===== config.mk =====
export PLATFORM = sky130hd
export DESIGN_NAME = lcm_gcd_feeder_flat
export DESIGN_NICKNAME = d
export VERILOG_FILES = /design/src/rtl/lcm_gcd_feeder_pkg.sv /design/src/rtl/lcm_gcd_feeder_if.sv /design/src/rtl/lcm_gcd_feeder_sync_fifo.sv /design/src/rtl/lcm_gcd_feeder.sv /design/src/flat_wrapper.sv
export SDC_FILE = /design/constraint.sdc
export NUM_CORES = 1
export LEC_CHECK = 0
export CORE_UTILIZATION = 30
export CTS_CLUSTER_DIAMETER = 60
export CTS_CLUSTER_SIZE = 25
export DETAILED_ROUTE_END_ITERATION = 12
export PLACE_DENSITY_LB_ADDON = 0.15
export SYNTH_ARGS = -nofsm -noshare
export SYNTH_HDL_FRONTEND = slang
export SYNTH_SLANG_ARGS = --single-unit

===== constraint.sdc =====
create_clock -name clk -period 2.5 [get_ports clk]
set_clock_uncertainty 0.1 [all_clocks]
set_input_delay 0.625 -clock clk [delete_from_list [all_inputs] [get_ports clk]]
set_output_delay 0.625 -clock clk [all_outputs]
set_load 0.005 [all_outputs]

===== src/rtl/lcm_gcd_feeder_pkg.sv =====
// Shared types and constants for the LCM/GCD feeder and its neighbours.
// FSM encoding, default operand width and watchdog limit helper.
package lcm_gcd_pkg;

  localparam int DATAWIDTH_DEF = 8;
  localparam int WD_MARGIN     = 4;

  typedef enum logic [1:0] {
    S_IDLE  = 2'b00,
    S_ISSUE = 2'b01,
    S_WAIT  = 2'b10
  } state_t;

  function automatic int wd_limit(input int dw);
    return (1 << dw) + WD_MARGIN;
  endfunction

endpackage


===== src/rtl/lcm_gcd_feeder_if.sv =====
// Operand stream plus core issue bus of the LCM/GCD feeder.
// Optional hang flag present with LCM_GCD_FEEDER_WATCHDOG_EN.
interface lcm_gcd_feeder_if
  import lcm_gcd_pkg::*;
#(
  parameter int DATAWIDTH  = DATAWIDTH_DEF,
  parameter int FIFO_DEPTH = 4,
  parameter int CNTWIDTH   = 8
);

  localparam int CW = $clog2(FIFO_DEPTH) + 1;

  logic [DATAWIDTH-1:0] in_a;
  logic [DATAWIDTH-1:0] in_b;
  logic                 in_vld;
  logic                 in_rdy;
  logic [DATAWIDTH-1:0] core_a;
  logic [DATAWIDTH-1:0] core_b;
  logic                 core_en;
  logic                 core_ready;
  logic                 core_vld;
  logic                 busy;
  logic [CW-1:0]        fifo_cnt;
  logic [CNTWIDTH-1:0]  drop_cnt;
`ifdef LCM_GCD_FEEDER_WATCHDOG_EN
  logic                 hang;

  modport master (
    input  in_a, in_b, in_vld, core_ready, core_vld,
    output in_rdy, core_a, core_b, core_en,
    output busy, fifo_cnt, drop_cnt, hang
  );

  modport slave (
    output in_a, in_b, in_vld, core_ready, core_vld,
    input  in_rdy, core_a, core_b, core_en,
    input  busy, fifo_cnt, drop_cnt, hang
  );
`else
  modport master (
    input  in_a, in_b, in_vld, core_ready, core_vld,
    output in_rdy, core_a, core_b, core_en,
    output busy, fifo_cnt, drop_cnt
  );

  modport slave (
    output in_a, in_b, in_vld, core_ready, core_vld,
    input  in_rdy, core_a, core_b, core_en,
    input  busy, fifo_cnt, drop_cnt
  );
`endif

endinterface


===== src/rtl/lcm_gcd_feeder_sync_fifo.sv =====
// Circular FIFO with wrap-bit pointers; reused by the result collector.
// Push while full is accepted when a pop frees the slot in the same cycle.
module sync_fifo #(
  parameter int WIDTH = 16,
  parameter int DEPTH = 4
) (
  input  logic                     clk,
  input  logic                     rstn,
  input  logic                     push_i,
  input  logic [WIDTH-1:0]         din_i,
  input  logic                     pop_i,
  output logic [WIDTH-1:0]         dout_o,
  output logic                     full_o,
  output logic                     empty_o,
  output logic [$clog2(DEPTH):0]   count_o
);

  localparam int AW = $clog2(DEPTH);

  logic [WIDTH-1:0] mem_q [DEPTH];
  logic [AW:0]      wr_q, wr_d;
  logic [AW:0]      rd_q, rd_d;
  logic             do_push;
  logic             do_pop;

  assign empty_o = (wr_q == rd_q);
  assign full_o  = (wr_q[AW-1:0] == rd_q[AW-1:0]) &&
                   (wr_q[AW] != rd_q[AW]);
  assign count_o = wr_q - rd_q;
  assign dout_o  = mem_q[rd_q[AW-1:0]];

  assign do_pop  = pop_i && !empty_o;
  assign do_push = push_i && (!full_o || do_pop);

  always_comb begin
    wr_d = wr_q;
    rd_d = rd_q;
    if (do_push) wr_d = wr_q + (AW+1)'(1);
    if (do_pop)  rd_d = rd_q + (AW+1)'(1);
  end

  always_ff @(posedge clk or negedge rstn) begin
    if (!rstn) begin
      wr_q <= '0;
      rd_q <= '0;
    end else begin
      wr_q <= wr_d;
      rd_q <= rd_d;
    end
  end

  always_ff @(posedge clk or negedge rstn) begin
    if (!rstn) begin
      for (int i = 0; i < DEPTH; i++) mem_q[i] <= '0;
    end else if (do_push) begin
      mem_q[wr_q[AW-1:0]] <= din_i;
    end
  end

endmodule


===== src/rtl/lcm_gcd_feeder.sv =====
// Buffers operand pairs and issues them one at a time to the LCM/GCD core.
// Define LCM_GCD_FEEDER_WATCHDOG_EN to add the S_WAIT watchdog and hang flag.
module lcm_gcd_feeder
  import lcm_gcd_pkg::*;
#(
  parameter int DATAWIDTH  = DATAWIDTH_DEF,
  parameter int FIFO_DEPTH = 4,
  parameter int CNTWIDTH   = 8
) (
  input  logic             clk,
  input  logic             rstn,
  lcm_gcd_feeder_if.master bus
);

  localparam int CW = $clog2(FIFO_DEPTH) + 1;
  localparam int PW = 2 * DATAWIDTH;

  logic [CW-1:0]        cnt;
  logic [PW-1:0]        head;
  logic                 full;
  logic                 empty;
  logic                 accept;
  logic                 zero;
  logic                 push;
  logic                 pop;

  state_t               state_q, state_d;
  logic                 en_q, en_d;
  logic [DATAWIDTH-1:0] ca_q, ca_d;
  logic [DATAWIDTH-1:0] cb_q, cb_d;
  logic [CNTWIDTH-1:0]  drop_q, drop_d;

`ifdef LCM_GCD_FEEDER_WATCHDOG_EN
  localparam logic [DATAWIDTH+1:0] WD_LIM =
    (DATAWIDTH+2)'(wd_limit(DATAWIDTH));
  logic [DATAWIDTH+1:0] wd_q, wd_d;
  logic                 hang_q, hang_d;
`endif

  // Zero operands would spin the subtractive core forever.
  assign accept = bus.in_vld && bus.in_rdy;
  assign zero   = (bus.in_a == '0) || (bus.in_b == '0);
  assign push   = accept && !zero;

  sync_fifo #(
    .WIDTH (PW),
    .DEPTH (FIFO_DEPTH)
  ) u_fifo (
    .clk     (clk),
    .rstn    (rstn),
    .push_i  (push),
    .din_i   ({bus.in_a, bus.in_b}),
    .pop_i   (pop),
    .dout_o  (head),
    .full_o  (full),
    .empty_o (empty),
    .count_o (cnt)
  );

  assign bus.in_rdy   = !full;
  assign bus.fifo_cnt = cnt;
  assign bus.drop_cnt = drop_q;
  assign bus.core_a   = ca_q;
  assign bus.core_b   = cb_q;
  assign bus.core_en  = en_q;
  assign bus.busy     = (state_q != S_IDLE);
`ifdef LCM_GCD_FEEDER_WATCHDOG_EN
  assign bus.hang     = hang_q;
`endif

  always_comb begin
    drop_d = drop_q;
    if (accept && zero && (drop_q != '1)) begin
      drop_d = drop_q + CNTWIDTH'(1);
    end
  end

  always_comb begin
    state_d = state_q;
    en_d    = 1'b0;
    pop     = 1'b0;
    ca_d    = ca_q;
    cb_d    = cb_q;
`ifdef LCM_GCD_FEEDER_WATCHDOG_EN
    wd_d    = wd_q;
    hang_d  = hang_q;
`endif
    unique case (1'b1)
      (state_q == S_IDLE): begin
        if (!empty && bus.core_ready) begin
          state_d = S_ISSUE;
          en_d    = 1'b1;
          pop     = 1'b1;
          ca_d    = head[PW-1:DATAWIDTH];
          cb_d    = head[DATAWIDTH-1:0];
        end
      end
      (state_q == S_ISSUE): begin
        state_d = S_WAIT;
`ifdef LCM_GCD_FEEDER_WATCHDOG_EN
        wd_d    = '0;
`endif
      end
      (state_q == S_WAIT): begin
        if (bus.core_vld) begin
          state_d = S_IDLE;
        end
`ifdef LCM_GCD_FEEDER_WATCHDOG_EN
        else begin
          wd_d = wd_q + (DATAWIDTH+2)'(1);
          // Abandon a stuck job so queued pairs keep flowing.
          if (wd_d == WD_LIM) begin
            hang_d  = 1'b1;
            state_d = S_IDLE;
          end
        end
`endif
      end
      default: state_d = S_IDLE;
    endcase
  end

  always_ff @(posedge clk or negedge rstn) begin
    if (!rstn) begin
      state_q <= S_IDLE;
      en_q    <= 1'b0;
      ca_q    <= '0;
      cb_q    <= '0;
      drop_q  <= '0;
    end else begin
      state_q <= state_d;
      en_q    <= en_d;
      ca_q    <= ca_d;
      cb_q    <= cb_d;
      drop_q  <= drop_d;
    end
  end

`ifdef LCM_GCD_FEEDER_WATCHDOG_EN
  always_ff @(posedge clk or negedge rstn) begin
    if (!rstn) begin
      wd_q   <= '0;
      hang_q <= 1'b0;
    end else begin
      wd_q   <= wd_d;
      hang_q <= hang_d;
    end
  end
`endif

endmodule


===== src/flat_wrapper.sv =====
// flat-port wrapper written by rule: the top's interface ports become plain ports
module lcm_gcd_feeder_flat import lcm_gcd_pkg::*;
#(
  parameter int DATAWIDTH  = DATAWIDTH_DEF,
  parameter int FIFO_DEPTH = 4,
  parameter int CNTWIDTH   = 8
)
  (clk, rstn, bus_in_a, bus_in_b, bus_in_vld, bus_core_ready, bus_core_vld, bus_in_rdy, bus_core_a, bus_core_b, bus_core_en, bus_busy, bus_fifo_cnt, bus_drop_cnt);
  lcm_gcd_feeder_if #(.DATAWIDTH(DATAWIDTH), .FIFO_DEPTH(FIFO_DEPTH), .CNTWIDTH(CNTWIDTH)) bus_i ();
  input  logic clk;
  input  logic rstn;
  input wire logic [$bits(bus_i.in_a)-1:0] bus_in_a;
  input wire logic [$bits(bus_i.in_b)-1:0] bus_in_b;
  input wire logic [$bits(bus_i.in_vld)-1:0] bus_in_vld;
  input wire logic [$bits(bus_i.core_ready)-1:0] bus_core_ready;
  input wire logic [$bits(bus_i.core_vld)-1:0] bus_core_vld;
  output wire logic [$bits(bus_i.in_rdy)-1:0] bus_in_rdy;
  output wire logic [$bits(bus_i.core_a)-1:0] bus_core_a;
  output wire logic [$bits(bus_i.core_b)-1:0] bus_core_b;
  output wire logic [$bits(bus_i.core_en)-1:0] bus_core_en;
  output wire logic [$bits(bus_i.busy)-1:0] bus_busy;
  output wire logic [$bits(bus_i.fifo_cnt)-1:0] bus_fifo_cnt;
  output wire logic [$bits(bus_i.drop_cnt)-1:0] bus_drop_cnt;
  assign bus_i.in_a = bus_in_a;
  assign bus_i.in_b = bus_in_b;
  assign bus_i.in_vld = bus_in_vld;
  assign bus_i.core_ready = bus_core_ready;
  assign bus_i.core_vld = bus_core_vld;
  assign bus_in_rdy = bus_i.in_rdy;
  assign bus_core_a = bus_i.core_a;
  assign bus_core_b = bus_i.core_b;
  assign bus_core_en = bus_i.core_en;
  assign bus_busy = bus_i.busy;
  assign bus_fifo_cnt = bus_i.fifo_cnt;
  assign bus_drop_cnt = bus_i.drop_cnt;
  lcm_gcd_feeder #(.DATAWIDTH(DATAWIDTH), .FIFO_DEPTH(FIFO_DEPTH), .CNTWIDTH(CNTWIDTH)) u_core (.clk(clk), .rstn(rstn), .bus(bus_i));
endmodule

==> results of run 1 <==
-- per-stage QoR --
stage	TNS, ps	power, uW	hold slack, ps	instance area (sq um)
after global placement	-26910	6100	379	5450
after global routing	0	8190	160	5860
after floorplan	0	4990	229	4510
final	0	7650	145	5860
after CTS	-27.9	7730	147	5810
after detailed placement	-27060	6170	383	5450
-- kinds of logic after synthesis --
logic type,synth area share [%]
flip-flops,53.9
AO/OA/AOI/OAI,1.03
adder cells (fa/ha/maj),2.67
buffers and inverters,4.03
AND/OR/NAND/NOR,3.98
multiplexers,32.0
XOR/XNOR,2.34
-- layout by cell type, fill, tap and decap left out, drive strengths merged, types with 5 or more instances in the layout --
cell	Yosys	routed
dfrtp	97	97
buf	11	43
inv	9	9
clkbuf	2	10
ha	8	8
and3	6	6
mux2	83	83
nor2	5	5
clkdlybuf4s50	0	46
nand2	5	5
xnor2	9	9
mux4	16	16
-- power by group --
part / switching [uW] / internal (uW)
Combinational: 1170 / 2210
Clock: 605 / 907
Sequential: 419 / 2340
-- what timing repair did --
item,4_1_cts,5_1_grt
endpoints found under the hold margin,0,0
setup endpoints to repair,46,67
resized for setup,8,9
buffers inserted,0,2
-- registers in the layout, summed over array words and instances (netlist names) --
name and count:
u_core.state_q 2, u_core.bus.core_b 8, u_core.u_fifo.wr_q 3, u_core.bus.core_a 8
u_core.bus.core_en 1, u_core.bus.drop_cnt 8, u_core.u_fifo.mem_q 64, u_core.u_fifo.rd_q 3
-- area by class of cell --
cell class	instances	area (sq um)
well taps	184	230
clock buffers	10	239
flip-flops and latches	97	2430
clock inverters	6	91.3
fillers	1358	8730
inverters	9	33.8
multi-input cells	157	1960
repair buffers	92	877
-- critical path, delay by kind of cell --
| kind | cells | cell delay [ps] |
|---|---|---|
| buffers and inverters | 2 | 640 |
| multiplexers | 1 | 300 |
| AND/OR/NAND/NOR | 4 | 1000 |
-- layer usage --
metal  share of wire, %  vias to the layer above  wire length [um]  track usage, %
met4                1.1                        0               106            3.76
met3                3.5                       11               335            4.38
met1                 47                     1285              4440            17.7
met2                 49                       45              4650            21.1
met5                  0                        -                 0               0
li1                   -                     1176                 -               -
-- path summary, 6_finish.rpt --
path | slack, ps | to | cells after the start
max | 40 | u_core.u_fifo.mem_q[53] | 7
min | 150 | u_core.bus.core_a[1] | 1
max reg2reg | 320 | u_core.u_fifo.rd_q[2] | 7
min reg2reg | 400 | u_core.u_fifo.mem_q[3] | 1
max in group asynchronous | 1490 | u_core.u_fifo.mem_q[48] | 2
min in group clk | 400 | u_core.u_fifo.mem_q[3] | 1
==> impl_metrics.json, run 1 <==
{
  "preCtsSetupSlack_ps": -408,
  "drt_first_iter_violations": 116,
  "p_per_area_nw_per_um2": 1310,
  "synth_common_cells": "dfrtp_1, mux2_2, mux2_4",
  "tightest_slew_ps": 798,
  "cts_inserted_buffers": 9,
  "io_buffers": 50,
  "gp_congestion": 0.717,
  "ys_seq_area_share_pct": 53.9,
  "core_area_sq_um": 14600,
  "ys_warn_count": 0,
  "cap_violations": 0,
  "drive_above_1_share_pct": 46.4,
  "finalCritPeriodShare_pct": 98.2,
  "outcome": "finished clean",
  "period_needed_ps": 2460,
  "rsz0062_at_grt": "false",
  "crit_start": "bus_in_b[4]",
  "track_usage_pct": 13.4,
  "num_rows": 44,
  "crit_type": "input pin to flip-flop",
  "synth_edf_count": 0,
  "dieArea_sq_um": 15500,
  "routed_wl_um": 9530,
  "drcViolationCount": 0,
  "slew_viol_final": 0,
  "dp_hpwl_um": 6350,
  "die_w_um": 124,
  "antenna_found_initial": 0,
  "synth_nets": 306,
  "hp-class": "input pin to asynchronous set/reset pin",
  "dp.cells": 537,
  "reg2reg_from": "u_core.u_fifo.wr_q[1]",
  "slew_headroom_pct": 46.5,
  "dr.pass1.iters": 4,
  "grt_pass1_wl_um": 15700,
  "power.leakage_uw": 0.00256,
  "worstSkewPairLatency_ps": 350,
  "hold_viol_final": 0,
  "synth.most_common_cell": "dfrtp_1",
  "netlist_instances": 276,
  "viasPerCell": 4.54,
  "synth_area_sq_um": 4500,
  "cts_tree": "yes",
  "end_kind": "flip-flop",
  "cts_hold_buf": 0,
  "utilization_pct": 40.2,
  "ir_worst_vdd_mv": 0.405,
  "fin_nets": 396,
  "critPathSlowestCell": "or4_4",
  "root_buffer": "clkbuf_16",
  "startpoint_type": "input pin",
  "netlist_top_cells_area": "dfrtp_1, mux2_4, mux2_2",
  "initial_core_util_pct": 30.8,
  "synth_area_leader_cell": "dfrtp_1",
  "grt_max_degree": 37,
  "cp.arrival_ps": 2580,
  "cts_buffer_depth": 2,
  "htreeDepth": 3,
  "cp.required_ps": 2630,
  "avgSynthCellArea_sq_um": 16.3,
  "max_freq_ghz": 0.407,
  "async_reset_ff_share_pct": 100,
  "crit_path_cell_trace": "clkdlybuf4s50_1, or4_4, nor2_4, nor2_2, and3_1, buf_12, mux2_4",
  "yosysUniqueCellTypes": 28,
  "synth_seq_cells": 97,
  "netlist.area_leader.share_pct": 53.9,
  "drtAntennaViolNets": 0,
  "dieHeight_um": 124,
  "synth-main-ff-cell": "dfrtp_1",
  "path_clk_slew_ps": 70,
  "setup_viol": 0,
  "antennaDiodeCount": 0,
  "route.detailed.wl_per_inst_um": 17.2,
  "ioPinCount": 51,
  "vias": 2517,
  "grt_pass1_vias": 2780,
  "final_cells": 555,
  "crit_fanout": 14,
  "setup_slack_ps": 44.2,
  "clock-sinks": 97,
  "syn2layout_area_growth_pct": 30.2,
  "slowest_delay_ps": 580,
  "globalRouteOverflowTotal": 0
}
No activity file was read; power rests on OpenSTA's default activity.
==> run 2: changes to the inputs <==
--- a/config.mk
+++ b/config.mk
@@ -5,11 +5,12 @@
 export SDC_FILE = /design/constraint.sdc
 export NUM_CORES = 1
 export LEC_CHECK = 0
-export CORE_UTILIZATION = 30
-export CTS_CLUSTER_DIAMETER = 60
+export CORE_UTILIZATION = 45
+export CTS_CLUSTER_DIAMETER = 150
 export CTS_CLUSTER_SIZE = 25
 export DETAILED_ROUTE_END_ITERATION = 12
 export PLACE_DENSITY_LB_ADDON = 0.15
+export SETUP_SLACK_MARGIN = 0.15
 export SYNTH_ARGS = -nofsm -noshare
 export SYNTH_HDL_FRONTEND = slang
 export SYNTH_SLANG_ARGS = --single-unit
==> run 2 against run 1 <==
Net effect: wire length down 10%; sequential share of layout area up 2.0 points; hold slack better by 3.0 ps; first-iteration DRC count down 56%; count of clock-buffer cells in the layout up 1; combinational power about the same; cell count down 9.9%; worst setup slack better by 100 ps; clock power down 41%; via count up 1.2%; fmax up 4.5%.
==> impl_metrics.json, run 2 (synthesis results as in run 1) <==
{
  "outcome": "finished clean",
  "power.switching_uw": 2100,
  "slew_headroom_pct": 45.1,
  "ir_worst_vdd_mv": 0.463,
  "final_cells": 500,
  "crit_type": "flip-flop to primary output",
  "crit_family": "adder cells",
  "cp.arrival_ps": 1630,
  "cts_inserted_buffers": 9,
  "swShare_pct": 30.1,
  "ff2ff_setup_slack_ps": 310,
  "worstPathBufferInverterCount": 3,
  "tightest_slew_ps": 819,
  "power.internal_uw": 4890,
  "pwr-share-clk_pct": 12.7,
  "num_rows": 36,
  "cts_buffer_depth": 2,
  "startpoint_type": "flip-flop",
  "layout_commonest_cell": "dfrtp_1",
  "period_needed_ps": 2350,
  "reg2regPathDepth": 5,
  "dieHeight_um": 102,
  "gp_congestion": 0.746,
  "regMostFlops": "u_core.u_fifo.mem_q",
  "busiest_layer": "met2",
  "fin_nets": 393,
  "largest_reg_flops": 64,
  "path_clk_slew_ps": 90,
  "grt_max_degree": 45,
  "holdWs_ps": 148,
  "crit_top_cell": "inv_2",
  "crit_start": "u_core.u_fifo.wr_q[0]",
  "path_depth": 5,
  "setup-tns-final_ps": 0,
  "comb_power_share_pct": 48.1,
  "crit_path_cell_trace": "inv_2, ha_4, fa_2, inv_2, buf_2",
  "ioPinCount": 51,
  "grtUsageMet1_pct": 25.8,
  "io_buffers": 50,
  "route.detailed.wl_per_inst_um": 17.1,
  "crit_end": "bus_fifo_cnt[1]",
  "drcViolationCount": 0,
  "dr.pass1.iters": 4,
  "nFillCells": 806,
  "routed_wl_um": 8560,
  "slew_viol_final": 0,
  "worstSkewPairLatency_ps": 360,
  "multi_input_area_sq_um": 1980,
  "seq_area_sq_um": 2430,
  "met3_usage_pct": 4.10,
  "layout_common_cells": "dfrtp_1, mux2_2, clkdlybuf4s50_1, mux2_4, buf_4",
  "die_w_um": 102,
  "rsz0062_at_grt": "true",
  "hp-class": "input pin to asynchronous set/reset pin",
  "antennaDiodeCount": 0,
  "end_kind": "primary output",
  "finalCritPeriodShare_pct": 94.0,
  "crit_fanout": 2,
  "power.leakage_uw": 0.00245,
  "rr_endpoint": "u_core.bus.core_b[5]",
  "track_usage_pct": 18.8,
  "drtAntennaViolNets": 0,
  "dp_hpwl_um": 5810,
  "cts_tree": "yes",
  "dieArea_sq_um": 10400,
  "vias": 2546,
  "drive_above_1_share_pct": 47.4,
  "pwr-share-seq_pct": 39.2,
  "core_area_sq_um": 9730,
  "p_per_area_nw_per_um2": 1250,
  "slowest_delay_ps": 520,
  "setup_viol": 0,
  "preCtsSetupSlack_ps": -397,
  "globalRouteOverflowTotal": 0,
  "dp.cells": 482,
  "max_freq_ghz": 0.425,
  "hold_viol_final": 0,
  "antenna_found_initial": 0,
  "viasPerCell": 5.09,
  "grt_use_met2_pct": 29.8,
  "clock-sinks": 97,
  "cts_hold_buf": 0,
  "design_area_sq_um": 5580,
  "cap_violations": 0,
  "critPathSlowestCell": "fa_2",
  "setup_slack_ps": 149,
  "initial_core_util_pct": 46.3,
  "post_dp_cell_area_sq_um": 5320,
  "cp.required_ps": 1770,
  "grt_pass1_wl_um": 14400,
  "syn2layout_area_growth_pct": 24.0,
  "drt_first_iter_violations": 51,
  "reg2reg_from": "u_core.u_fifo.wr_q[1]",
  "htreeDepth": 3,
  "grt_pass1_vias": 2706,
  "root_buffer": "clkbuf_8"
}
[run 2: worst min-delay path by stage]
stage | to | slack [ps] | cells after the start
final | u_core.u_fifo.mem_q[57] | 150 | 1
after global routing | u_core.u_fifo.mem_q[57] | 190 | 1
after CTS | u_core.u_fifo.mem_q[57] | 160 | 1
after detailed placement | u_core.u_fifo.rd_q[2] | 380 | 1
after global placement | u_core.u_fifo.rd_q[2] | 380 | 1
after floorplan | u_core.bus.core_a[0] | 230 | 0
[run 2: final cells by class]
cell class	instances	area share (%)
Timing Repair Buffer	89	14.5
Sequential cell	97	43.5
Multi-Input combinational cell	157	35.5
Clock buffer	11	2.53
Tap cell	133	2.98
Clock inverter	4	0.359
Inverter	9	0.605
[run 2: power by group through the flow]
stage | combinational (uW) | sequential, uW | clock [uW]
floorplan | 2350 | 2660 | 0
global placement | 3280 | 2730 | 0
finish | 3360 | 2740 | 889
detailed placement | 3350 | 2750 | 0
global route | 3650 | 2830 | 982
CTS | 3310 | 2730 | 923
[run 2: what timing repair did]
action	4_1_cts	5_1_grt
setup endpoints to repair	74	57
buffers inserted	1	2
pin swaps	1	1
hold endpoints to repair	0	0
resized for setup	22	15
[run 2: metal layers]
layer  vias to the layer above  wire length (um)
met2                        37              4170
met3                         9               252
met4                         0               121
li1                       1163                 -
met1                      1337              4020
met5                         -                 0
[run 2: metrics by stage]
stage,power (uW),utilization (%)
after floorplan,5010,-
after global placement,6000,54.6
after CTS,6960,56.6
after detailed placement,6090,54.6
final,6990,57.4
after global routing,7460,57.4
==> run 3: changes to the inputs <==
--- a/config.mk
+++ b/config.mk
@@ -9,8 +9,10 @@
 export CTS_CLUSTER_DIAMETER = 150
 export CTS_CLUSTER_SIZE = 25
 export DETAILED_ROUTE_END_ITERATION = 12
+export DONT_BUFFER_PORTS = 1
 export PLACE_DENSITY_LB_ADDON = 0.15
 export SETUP_SLACK_MARGIN = 0.15
+export SLEW_MARGIN = 20
 export SYNTH_ARGS = -nofsm -noshare
 export SYNTH_HDL_FRONTEND = slang
 export SYNTH_SLANG_ARGS = --single-unit
==> run 3 against run 2 <==
Net effect: critical path type unchanged; register-to-register slack barely moved; via count fell by 9.7%; clock power rose by 16%; sequential share of layout area rose by 5.9 points; first-iteration DRC count fell by 12%; wire length fell by 3.5%; count of clock-buffer cells in the layout rose by 3; utilization fell by 6.8 points; the flow now finishes with violations (negative hold slack).
==> impl_metrics.json, run 3 (synthesis results as in run 1) <==
{
  "tightest_slew_ps": 389,
  "routed_wl_um": 8260,
  "cap_violations": 0,
  "slew_viol_final": 0,
  "ff2ff_setup_slack_ps": 300,
  "pwr-share-seq_pct": 41.9,
  "layout_commonest_cell": "dfrtp_1",
  "preCtsSetupSlack_ps": 113,
  "cp.arrival_ps": 1580,
  "io_buffers": 0,
  "ioPinCount": 51,
  "crit_fanout": 3,
  "layout_common_cells": "dfrtp_1, mux2_2, mux2_4, mux4_2, buf_4",
  "multi_input_area_sq_um": 1910,
  "drtAntennaViolNets": 0,
  "viasPerCell": 5.36,
  "dieArea_sq_um": 10400,
  "cts_buffer_depth": 2,
  "dr.pass1.iters": 4,
  "core_area_sq_um": 9730,
  "route.detailed.wl_per_inst_um": 19.3,
  "comb_power_share_pct": 42.5,
  "cp.required_ps": 1770,
  "violations": "negative hold slack",
  "grt_max_degree": 98,
  "rsz0062_at_grt": "false",
  "track_usage_pct": 17.7,
  "initial_core_util_pct": 46.3,
  "reg2reg_from": "u_core.u_fifo.wr_q[1]",
  "syn2layout_area_growth_pct": 9.31,
  "largest_reg_flops": 64,
  "hold_viol_final": 97,
  "swShare_pct": 30.1,
  "power.switching_uw": 1990,
  "crit_end": "bus_fifo_cnt[1]",
  "nFillCells": 859,
  "grt_pass1_wl_um": 13600,
  "setup_viol": 0,
  "antennaDiodeCount": 0,
  "ir_worst_vdd_mv": 0.450,
  "fin_nets": 321,
  "outcome": "finished with violations",
  "drt_first_iter_violations": 45,
  "cts_tree": "yes",
  "dieHeight_um": 102,
  "die_w_um": 102,
  "cts_inserted_buffers": 9,
  "slew_headroom_pct": 74.1,
  "setup-tns-final_ps": 0,
  "root_buffer": "clkbuf_8",
  "crit_type": "flip-flop to primary output",
  "crit_start": "u_core.u_fifo.wr_q[0]",
  "path_clk_slew_ps": 100,
  "max_freq_ghz": 0.434,
  "regMostFlops": "u_core.u_fifo.mem_q",
  "startpoint_type": "flip-flop",
  "hp-class": "input pin to asynchronous set/reset pin",
  "drive_above_1_share_pct": 45.9,
  "num_rows": 36,
  "seq_area_sq_um": 2430,
  "period_needed_ps": 2300,
  "worstSkewPairLatency_ps": 370,
  "gp_congestion": 0.737,
  "p_per_area_nw_per_um2": 1340,
  "dp_hpwl_um": 5330,
  "htreeDepth": 3,
  "vias": 2299,
  "end_kind": "primary output",
  "rr_endpoint": "u_core.u_fifo.mem_q[17]",
  "antenna_found_initial": 0,
  "drcViolationCount": 0,
  "finalCritPeriodShare_pct": 92.2,
  "holdWs_ps": -151,
  "clock-sinks": 97,
  "power.leakage_uw": 0.00216,
  "reg2regPathDepth": 6,
  "setup_slack_ps": 196,
  "power.internal_uw": 4610,
  "pwr-share-clk_pct": 15.6,
  "grt_pass1_vias": 2499,
  "globalRouteOverflowTotal": 0
}
run 3: cell types whose count changed in the layout (fill, tap and decap cells not counted), sizes merged:
cell	delta
clkinv	-4
bufinv	+1
clkbuf	+3
buf	-25
clkinvlp	+1
dlygate4sd2	-5
clkdlybuf4s50	-42
run 3: layout make-up:
type	instances	area share [%]
Inverter	9	0.687
Clock buffer	14	3.10
Multi-Input combinational cell	157	38.9
Sequential cell	97	49.3
Clock inverter	2	0.763
Timing Repair Buffer	17	3.87
Tap cell	133	3.38
run 3: critical path: stages, from the launching register on:
cell     delay, ps
dfrtp_1        380
inv_2           60
ha_2           180
fa_2           520
inv_1           60
run 3: per-layer routing:
metal,part of all wire [%],up-vias,track usage [%]
li1,-,1030,-
met1,46,1223,23.8
met4,1.9,0,8.46
met3,3.7,11,3.49
met2,49,35,27.7
met5,0,-,0
run 3: repair_timing:
item                                   in CTS  in global routing
setup endpoints to repair                   2                  1
gates resized for setup                     2                  1
endpoints found under the hold margin      97                 97
pin swaps                                   1                  0
setup buffers                               1                  2
run 3: power by group through the flow:
stage	sequential [uW]	clock [uW]	combinational, uW
floorplan	2660	0	2350
global placement	2780	0	2730
detailed placement	2810	0	2780
CTS	2770	1060	2830
global route	2860	1120	3060
finish	2760	1030	2800
run 3: worst min path at each step:
stage,start,end,slack (ps),cells past startpoint
2_1_floorplan,rstn,u_core.bus.core_a[0],230,0
3_3_place_gp,rstn,u_core.bus.core_a[1],230,0
3_5_place_dp,rstn,u_core.bus.core_a[1],230,0
4_1_cts,rstn,u_core.u_fifo.mem_q[26],-180,0
5_1_grt,rstn,u_core.u_fifo.rd_q[2],-180,0
6_report,rstn,u_core.u_fifo.mem_q[26],-150,0
run 3: stage by stage:
step | total power [uW] | instance area [sq um] | utilization [%] | instances | hold WS [ps]
6_report | 6600 | 4920 | 50.6 | 429 | -151
5_1_grt | 7040 | 4920 | 50.6 | 429 | -179
4_1_cts | 6660 | 4900 | 50.4 | 427 | -176
3_5_place_dp | 5590 | 4700 | 48.3 | 410 | 232
3_3_place_gp | 5510 | 4700 | 48.3 | 410 | 232
2_1_floorplan | 5010 | 4520 | - | 276 | 229
